[src/rtl/uart_tx_scheduler_if.sv]
// uart_tx_scheduler_if
// Groups the request-side handshake and the uart_tx-side signals of the
// transmit scheduler.
//   req_valid[2:0]  per-source byte valid (bit i = source i)
//   req_data[23:0]  per-source byte, source i on bits [8i+7:8i]
//   req_ready[2:0]  per-source slot empty
//   tx_data[7:0]    byte to uart_tx
//   tx_send         one-cycle send strobe to uart_tx
//   tx_busy         uart_tx busy flag
//   grant_id[1:0]   source currently being transmitted
//   active          transmission in progress
//   timeout_err     pulse when tx_busy fails to rise after a send
// Modports: master = byte sources plus uart_tx side, slave = scheduler.
interface uart_tx_scheduler_if;
  logic [2:0]  req_valid;
  logic [23:0] req_data;
  logic [2:0]  req_ready;
  logic [7:0]  tx_data;
  logic        tx_send;
  logic        tx_busy;
  logic [1:0]  grant_id;
  logic        active;
  logic        timeout_err;

  modport master (
    output req_valid, req_data, tx_busy,
    input  req_ready, tx_data, tx_send, grant_id, active, timeout_err
  );

  modport slave (
    input  req_valid, req_data, tx_busy,
    output req_ready, tx_data, tx_send, grant_id, active, timeout_err
  );
endinterface

[src/rtl/uart_tx_scheduler.sv]
// uart_tx_scheduler
// Shares one uart_tx transmitter among three byte sources (game events,
// periodic status, RX echo/debug). Each source fills a one-byte holding slot
// over valid/ready; an arbiter sequences pending slots onto uart_tx through a
// tx_data/tx_send/tx_busy handshake and watches for a missing busy response.
//
// Ports:
//   clk    system clock
//   reset  asynchronous, active-high reset
//   bus    uart_tx_scheduler_if.slave (request handshake + uart_tx side)
//
// Parameters:
//   BUSY_TIMEOUT  cycles to wait for tx_busy to rise after tx_send (2..255)
//
// Build option:
//   UART_TX_SCHED_STRICT_PRIO_EN  when defined, the lowest-index pending
//   source always wins (source 0 highest); otherwise round-robin starting
//   after the last granted source.
module uart_tx_scheduler #(
  parameter int BUSY_TIMEOUT = 16
) (
  input logic          clk,
  input logic          reset,
  uart_tx_scheduler_if.slave bus
);

  // Counter compare value: timeout fires on the edge where the count,
  // started at 0 on the grant edge, has reached BUSY_TIMEOUT-1.
  localparam logic [7:0] TIMEOUT_LAST = 8'(BUSY_TIMEOUT - 1);

  typedef enum logic [1:0] {
    IDLE      = 2'd0,
    SEND_WAIT = 2'd1,
    DONE_WAIT = 2'd2
  } state_t;

  state_t      state_reg;
  logic [2:0]  pending_reg;
  logic [1:0]  last_grant_reg;
  logic [7:0]  count_reg;
  logic [7:0]  tx_data_reg;
  logic        tx_send_reg;
  logic [1:0]  grant_reg;
  logic        active_reg;
  logic        timeout_err_reg;
  logic [7:0]  hold_reg [3];

  logic [2:0]  accept;
  logic        sel_valid;
  logic [1:0]  sel;
  logic [7:0]  sel_byte;

  // Holding slots. A slot only loads while empty, so a byte can never be
  // overwritten before it has been sent or dropped.
  genvar gi;
  generate
    for (gi = 0; gi < 3; gi++) begin : g_slot
      assign accept[gi] = bus.req_valid[gi] & ~pending_reg[gi];

      always_ff @(posedge clk or posedge reset) begin
        if (reset) begin
          hold_reg[gi] <= '0;
        end else if (accept[gi]) begin
          hold_reg[gi] <= bus.req_data[8*gi +: 8];
        end
      end
    end
  endgenerate

`ifndef UART_TX_SCHED_STRICT_PRIO_EN
  // Scan order last+1, last+2, last (mod 3).
  function automatic logic [1:0] rr_pick(input logic [2:0] pend,
                                         input logic [1:0] last);
    logic [1:0] first;
    logic [1:0] second;
    logic [1:0] third;
    case (last)
      2'd0: begin first = 2'd1; second = 2'd2; third = 2'd0; end
      2'd1: begin first = 2'd2; second = 2'd0; third = 2'd1; end
      default: begin first = 2'd0; second = 2'd1; third = 2'd2; end
    endcase
    if (pend[first]) begin
      rr_pick = first;
    end else if (pend[second]) begin
      rr_pick = second;
    end else begin
      rr_pick = third;
    end
  endfunction
`endif

  always_comb begin
    sel_valid = |pending_reg;
`ifdef UART_TX_SCHED_STRICT_PRIO_EN
    if (pending_reg[0]) begin
      sel = 2'd0;
    end else if (pending_reg[1]) begin
      sel = 2'd1;
    end else begin
      sel = 2'd2;
    end
`else
    sel = rr_pick(pending_reg, last_grant_reg);
`endif
  end

  always_comb begin
    case (sel)
      2'd0:    sel_byte = hold_reg[0];
      2'd1:    sel_byte = hold_reg[1];
      default: sel_byte = hold_reg[2];
    endcase
  end

  always_ff @(posedge clk or posedge reset) begin
    if (reset) begin
      state_reg       <= IDLE;
      pending_reg     <= 3'b000;
      last_grant_reg  <= 2'd2;
      count_reg       <= 8'd0;
      tx_data_reg     <= 8'd0;
      tx_send_reg     <= 1'b0;
      grant_reg       <= 2'd0;
      active_reg      <= 1'b0;
      timeout_err_reg <= 1'b0;
    end else begin
      tx_send_reg     <= 1'b0;
      timeout_err_reg <= 1'b0;

      // New bytes land here; the clears below can only touch the slot being
      // transmitted, which is not ready, so both never hit the same bit.
      for (int i = 0; i < 3; i++) begin
        if (accept[i]) begin
          pending_reg[i] <= 1'b1;
        end
      end

      case (state_reg)
        IDLE: begin
          if (sel_valid && !bus.tx_busy) begin
            tx_data_reg <= sel_byte;
            tx_send_reg <= 1'b1;
            grant_reg   <= sel;
            active_reg  <= 1'b1;
            count_reg   <= 8'd0;
            state_reg   <= SEND_WAIT;
          end
        end

        SEND_WAIT: begin
          if (bus.tx_busy) begin
            state_reg <= DONE_WAIT;
          end else if (count_reg == TIMEOUT_LAST) begin
            // uart_tx never acknowledged: drop the byte and move on.
            timeout_err_reg        <= 1'b1;
            pending_reg[grant_reg] <= 1'b0;
            last_grant_reg         <= grant_reg;
            active_reg             <= 1'b0;
            state_reg              <= IDLE;
          end else begin
            count_reg <= count_reg + 8'd1;
          end
        end

        DONE_WAIT: begin
          if (!bus.tx_busy) begin
            pending_reg[grant_reg] <= 1'b0;
            last_grant_reg         <= grant_reg;
            active_reg             <= 1'b0;
            state_reg              <= IDLE;
          end
        end

        default: begin
          state_reg <= IDLE;
        end
      endcase
    end
  end

  assign bus.req_ready   = ~pending_reg;
  assign bus.tx_data     = tx_data_reg;
  assign bus.tx_send     = tx_send_reg;
  assign bus.grant_id    = grant_reg;
  assign bus.active      = active_reg;
  assign bus.timeout_err = timeout_err_reg;

endmodule
[src/flat_wrapper.sv]
// flat-port wrapper written by rule: the top's interface ports become plain ports
module uart_tx_scheduler_flat 
#(
  parameter int BUSY_TIMEOUT = 16
)
  (clk, reset, bus_req_valid, bus_req_data, bus_tx_busy, bus_req_ready, bus_tx_data, bus_tx_send, bus_grant_id, bus_active, bus_timeout_err);
  uart_tx_scheduler_if bus_i ();
  input logic clk;
  input logic reset;
  input wire logic [$bits(bus_i.req_valid)-1:0] bus_req_valid;
  input wire logic [$bits(bus_i.req_data)-1:0] bus_req_data;
  input wire logic [$bits(bus_i.tx_busy)-1:0] bus_tx_busy;
  output wire logic [$bits(bus_i.req_ready)-1:0] bus_req_ready;
  output wire logic [$bits(bus_i.tx_data)-1:0] bus_tx_data;
  output wire logic [$bits(bus_i.tx_send)-1:0] bus_tx_send;
  output wire logic [$bits(bus_i.grant_id)-1:0] bus_grant_id;
  output wire logic [$bits(bus_i.active)-1:0] bus_active;
  output wire logic [$bits(bus_i.timeout_err)-1:0] bus_timeout_err;
  assign bus_i.req_valid = bus_req_valid;
  assign bus_i.req_data = bus_req_data;
  assign bus_i.tx_busy = bus_tx_busy;
  assign bus_req_ready = bus_i.req_ready;
  assign bus_tx_data = bus_i.tx_data;
  assign bus_tx_send = bus_i.tx_send;
  assign bus_grant_id = bus_i.grant_id;
  assign bus_active = bus_i.active;
  assign bus_timeout_err = bus_i.timeout_err;
  uart_tx_scheduler #(.BUSY_TIMEOUT(BUSY_TIMEOUT)) u_core (.clk(clk), .reset(reset), .bus(bus_i));
endmodule
[config.mk]
export PLATFORM = sky130hd
export DESIGN_NAME = uart_tx_scheduler_flat
export DESIGN_NICKNAME = d
export VERILOG_FILES = /design/src/rtl/uart_tx_scheduler_if.sv /design/src/rtl/uart_tx_scheduler.sv /design/src/flat_wrapper.sv
export SDC_FILE = /design/constraint.sdc
export NUM_CORES = 1
export LEC_CHECK = 0
export BUFFER_PORTS_ARGS = -buffer_cell sky130_fd_sc_hd__buf_4
export CELL_PAD_IN_SITES_DETAIL_PLACEMENT = 2
export CELL_PAD_IN_SITES_GLOBAL_PLACEMENT = 2
export CORE_MARGIN = 1
export CORE_UTILIZATION = 32
export DETAILED_ROUTE_END_ITERATION = 7
export PLACE_DENSITY_LB_ADDON = 0.1
export SLEW_MARGIN = 20
export SYNTH_ARGS = -nofsm -noshare
export SYNTH_HDL_FRONTEND = slang
export SYNTH_SLANG_ARGS = --single-unit
[constraint.sdc]
create_clock -name clk -period 1.8 [get_ports clk]
set_clock_uncertainty 0.2 [all_clocks]
set_input_delay 0.18 -clock clk [delete_from_list [all_inputs] [get_ports clk]]
set_output_delay 0.18 -clock clk [all_outputs]
set_load 0.1 [all_outputs]
# ---- Word-level counts from Yosys, hierarchy flattened
# Cells that the tools add are included.
dict set report totals {
  ff_bits 52
  in_bits 30
  out_inout_bits 16
  word_cells 94
}
dict set report classes {
  add_sub_neg 1
  n_lt_le_gt_ge 4
  n_eq_ne 11
  n_mux 42
  n_bitwise 9
  reduce_logical 15
}
# operator n
set ops {}
lappend ops {{one-hot mux 8 bit (2 select lines)} 2}
lappend ops {{2-to-1 mux 8 bit} 3}
lappend ops {{2-to-1 mux 2 bit} 9}
lappend ops {{one-hot mux 2 bit (2 select lines)} 4}
lappend ops {{2-to-1 mux 1 bit} 15}
lappend ops {{< comparator 2 x 3 -> 1 bit, second input constant} 3}
lappend ops {{2-to-1 mux 3 bit} 3}
lappend ops {{adder 8 x 1 -> 8 bit, second input constant} 1}
lappend ops {{equality test 8 x 4 -> 1 bit, second input constant} 1}
lappend ops {{AND reduction 4 bit} 2}
lappend ops {{equality test 2 x 1 -> 1 bit, second input constant} 3}
lappend ops {{zero test 2 bit} 3}
lappend ops {{inequality test 2 bit, second input constant} 3}
lappend ops {{NOT 3 bit} 2}
lappend ops {{one-hot mux 2 bit (3 select lines)} 1}
lappend ops {{one-hot mux 3 bit (2 select lines)} 1}
lappend ops {{AND reduction 5 bit} 1}
lappend ops {{binary-select mux 1 bit (select 2 bit)} 2}
lappend ops {{inequality test 2 x 1 -> 1 bit, second input constant} 2}
lappend ops {{nonzero test 2 bit} 2}
lappend ops {{AND 1 bit} 3}
lappend ops {{AND 3 bit} 1}
lappend ops {{inequality test 3 x 2 -> 1 bit, second input constant} 1}
lappend ops {{NOT 1 bit} 3}
lappend ops {{other kinds (10)} 11}

# ---- Depth between registers and ports, before layout
dict set report logic_depth {
  depth_word 9
  mapped_depth 8
  mapped_depth_nobuf 7
}

# ---- Least setup slack after synthesis
# No wires, ideal clock.
dict set report synth_timing {
  kind {register -> register}
  start {reg u_core.pending_reg[0]}
  end {reg u_core.tx_data_reg[0], in the netlist u_core.bus.tx_data[0]}
  setup_time_ns 0.083
  t_arrival_ns 1.816
  required_ns 1.517
  path_slack_ns -0.299
  stages_incl_launch_ff 6
  n_path_buf 1
  synth_period_minus_slack_ns 2.099
  path_cell_list {dfrtp_1 -> inv_1 -> a311o_1 -> clkbuf_1 -> a32oi_1 -> o21ai_0}
}
dict set report synth_between {
  elab_chain_len 6
  elab_cells_between_ends 12
  classes_between {eq/ne (1); mux (7); reduce/logical (4)}
}
# item line
set synth_lines {}
lappend synth_lines {{from (decl)} uart_tx_scheduler.sv:38} ;# logic [2:0] pending_reg;
lappend synth_lines {{from (signal assigned)} uart_tx_scheduler.sv:118} ;# pending_reg <= 3'b000;
lappend synth_lines {{from (signal, indexed assignment)} uart_tx_scheduler.sv:134} ;# pending_reg[i] <= 1'b1;
lappend synth_lines {{from (signal, indexed assignment)} uart_tx_scheduler.sv:156} ;# pending_reg[grant_reg] <= 1'b0;
lappend synth_lines {{binary-select mux 1 bit (select 2 bit)} uart_tx_scheduler.sv:84} ;# end else if (pend[second]) begin
lappend synth_lines {{2-to-1 mux 1 bit (implied by the code)} uart_tx_scheduler.sv:84}
lappend synth_lines {{2-to-1 mux 2 bit} uart_tx_scheduler.sv:84}
lappend synth_lines {{2-to-1 mux 2 bit} uart_tx_scheduler.sv:82} ;# if (pend[first]) begin
lappend synth_lines {{equality test 2 x 1 -> 1 bit or zero test 2 bit (tied branches)} uart_tx_scheduler.sv:108} ;# case (sel)
lappend synth_lines {{one-hot mux 8 bit (2 select lines)} uart_tx_scheduler.sv:108}
lappend synth_lines {{to (signal assigned)} uart_tx_scheduler.sv:141} ;# tx_data_reg <= sel_byte;
lappend synth_lines {{to (decl)} uart_tx_scheduler.sv:41} ;# logic [7:0] tx_data_reg;
# Several ways; a longest one is shown, not always the timed one. The select of a mux whose other input is x is not followed.
# A chain may end at the register's enable or synchronous reset.

# ---- Worst setup path after layout
dict set report layout_timing {
  start {reg u_core.count_reg[4]}
  end {reg u_core.pending_reg[2]}
}
dict set report layout_between {
  elab_chain_len 4
}
# item line
set layout_lines {}
lappend layout_lines {{from (decl)} uart_tx_scheduler.sv:40} ;# logic [7:0] count_reg;
lappend layout_lines {{from (signal assigned)} uart_tx_scheduler.sv:161} ;# count_reg <= count_reg + 8'd1;
lappend layout_lines {{equality test 8 x 4 -> 1 bit} uart_tx_scheduler.sv:153} ;# end else if (count_reg == TIMEOUT_LAST) begin
lappend layout_lines {{2-to-1 mux 3 bit} uart_tx_scheduler.sv:153}
lappend layout_lines {{2-to-1 mux 3 bit} uart_tx_scheduler.sv:151} ;# if (bus.tx_busy) begin
lappend layout_lines {{one-hot mux 3 bit (2 select lines)} uart_tx_scheduler.sv:138} ;# case (state_reg)
lappend layout_lines {{to (signal, indexed assignment)} uart_tx_scheduler.sv:134}
lappend layout_lines {{to (signal, indexed assignment)} uart_tx_scheduler.sv:156}
lappend layout_lines {{to (signal, indexed assignment)} uart_tx_scheduler.sv:167} ;# pending_reg[grant_reg] <= 1'b0;
# No other way between the ends.

==> metrics.cfg <==
[outcome]
status=complete, but fails checks
violations=setup timing

[yosys]
synth_edf_count=0
synth_xor_area_share_pct=0.3581
synthMuxAreaShare_pct=14.07
synth-seq-area-share_pct=53.25
synth-simple-area-share_pct=10.23
synth_fa_ha_area_share_pct=2.558
synthDistinctLibCells=45
syn-cell-area_um2=2446
ys.flop_type=dfrtp_1
syn-instance-count=210
synth_top_family_by_area=compound AO/OA/AOI/OAI gates
synth_nets=245
synth_area_per_cell_um2=11.65
ys_warn_count=0
synth_seq_cells=52
synth-compound-area-share_pct=15.65
ys_async_sr_fraction_pct=100.0

[power_and_ir_drop]
p_per_area_nw_per_um2=1916
vdd_drop_max_mv=1.464
p_leak_uw=0.001672

[die]
start_util_pct=33.37
row_count=31
ioPinCount=46
die_area_um2=7998
core_region_area_um2=7331
die_h_um=89.43
die-width_um=89.43

[drt]
firstDrtPassIters=4
wire_per_inst_um=21.03
ant_nets=0
routed_wl_um=8873
via_count=2197
drt-initial-drc-count=63
via_per_inst=5.206
drc_errors=0

[sta]
fmax_mhz=493.8
slew_viol_final=0
period_needed_ps=2025
setup_violations=25
worst_slack_ps=-225.1
setup_tns_ps=-2618
hold_viol_final=0
max_slew_margin_pct=68.05
grt_setup_unrepaired=true
max_slew.worst_pin.slew_ps=478.9
holdWs_ps=29.79
min_period_over_period_pct=112.5

[final_layout]
drive_gt1_share_pct=51.39
nNetsFinal=357
post-route-cell-area_um2=3850
largest_reg_flops=24
syn_to_final_growth_pct=57.39
regArea_um2=1304
n_antenna_cell=0
multi_input_area_um2=1294
n_fill_cell=697

[worst_setup_path]
path_max_fanout=4
crit_type=register to register
cp-end-kind=register
critPathSlowestCell=or4_4
max_stage_delay_ps=600
ff2ff_setup_slack_ps=-230
cp_cell_sequence=or4_4 > o32ai_4 > nand2_2 > o31a_2
start_kind=register
crit_required_ps=1800
crit_arrival_ps=2020

[global_routing]
track_usage_pct=22.70
grt_overflow=0
grt_antenna_before_repair=0
grt_pass1_vias=2376
grt_max_degree=53
grt_first_pass_wirelength_um=13090

[place]
io_buffers=45
place_area_um2=3177
dp_hpwl_um=5094
gp_congestion=0.8443

[cts]
cts_max_path_buffers=2
htree_levels=2
cts_sinks=52
clk_latency_ps=310
clkSlewWorstSetupHoldPaths_ps=100
root_buffer=clkbuf_8
cts_tree=yes
numCtsBuffers=5

[min_path]
hp-class=input port to register

[flow_run]
drv_cap=0

placed cells by master (no fill, tap or decap), drive strengths merged, types with 2 or more instances in the layout:
cell type	count
a21oi	4
o21ai	17
or3	2
nor3	3
mux2i	4
buf	88
nand3	7
and2	2
nand4	2
inv	15
nor2	5
nand2	11
a32oi	16
a31oi	2
dfrtp	51
mux2	27
ha	5
o221ai	2
nor2b	6
o31ai	2
or4	2
dlygate4sd3	25
clkbuf	6
Yosys cell counts (2+ instances only):
cell	number	share of area [%]
mux2_1	2	0.92
clkbuf_1	5	0.77
ha_1	5	2.6
o21ai_0	16	3.3
nor2b_1	6	1.5
buf_2	3	0.61
nor2_1	5	0.77
mux2i_1	4	1.6
inv_1	15	2.3
nand3_1	7	1.4
nor3_1	3	0.61
nand2_1	10	1.5
o221ai_1	2	0.72
and2_1	2	0.51
mux2_2	25	12
a31oi_1	2	0.51
a32oi_1	16	5.7
dfrtp_1	51	52
nand4_1	2	0.51
a21oi_1	4	0.82
kinds of logic (layout without fill, tap and decap cells):
group,count (synthesis),after routing
AO/OA/AOI/OAI,52,52
flip-flops,52,52
AND/OR/NAND/NOR,45,45
multiplexers,31,31
buffers and inverters,24,137
adder cells (fa/ha/maj),5,5
XOR/XNOR,1,1
power breakdown:
part | switching [µW] | leakage, µW | internal (µW)
logic | 2710 | 0.000981 | 1670
clock network | 415 | 0.0000558 | 421
registers | 469 | 0.000635 | 1690
worst paths after layout:
check | start | end | depth (start not counted)
worst min-delay path | bus_req_valid[1] | u_core.pending_reg[1] | 3
min in group asynchronous | reset | u_core.state_reg[0] | 4
max in group asynchronous | reset | u_core.last_grant_reg[1] | 4
worst max-delay path | u_core.count_reg[4] | u_core.pending_reg[2] | 4
worst max register to register | u_core.count_reg[4] | u_core.pending_reg[2] | 4
worst min register to register | u_core.bus.tx_data[1] | u_core.bus.tx_data[1] | 2
timing repair:
action | in CTS | in global routing
hold buffers | 25 | 0
gates cloned | 1 | 0
endpoints found under the hold margin | 76 | 0
pin swaps | 14 | 13
resized for setup | 33 | 17
setup buffers | 2 | 9
setup endpoints to repair | 26 | 27
through the flow:
stage | util (%) | power (µW) | setup WS, ps | std cells
6_report | 52.52 | 7378 | -225.1 | 422
5_1_grt | 52.52 | 7741 | -274.9 | 422
4_1_cts | 50.47 | 7058 | -167.7 | 413
3_5_place_dp | 43.34 | 5873 | -198.9 | 378
3_3_place_gp | 43.34 | 5752 | -148.0 | 378
2_1_floorplan | - | 4629 | -298.4 | 210
layer usage:
metal	part of all wire (%)	up-vias	global-route usage, %
met1	45	1134	31.01
li1	-	1004	-
met5	0	-	0
met3	3.0	12	3.509
met2	50	47	37.13
met4	1.7	0	7.071
final cells by class:
type,count,area share (%)
clock buffer,6,1.885
sequential,52,33.86
multi-input combinational,134,33.60
tap,99,3.217
inverter,15,1.560
timing repair buffer,114,24.86
clock inverter,2,1.007
worst max-delay path: cells and delay by family, from the launching register on:
family          cells  cell delay [ps]
simple gates        2              730
compound gates      2              570
flops               1              400
(Power assumes the default switching activity.)
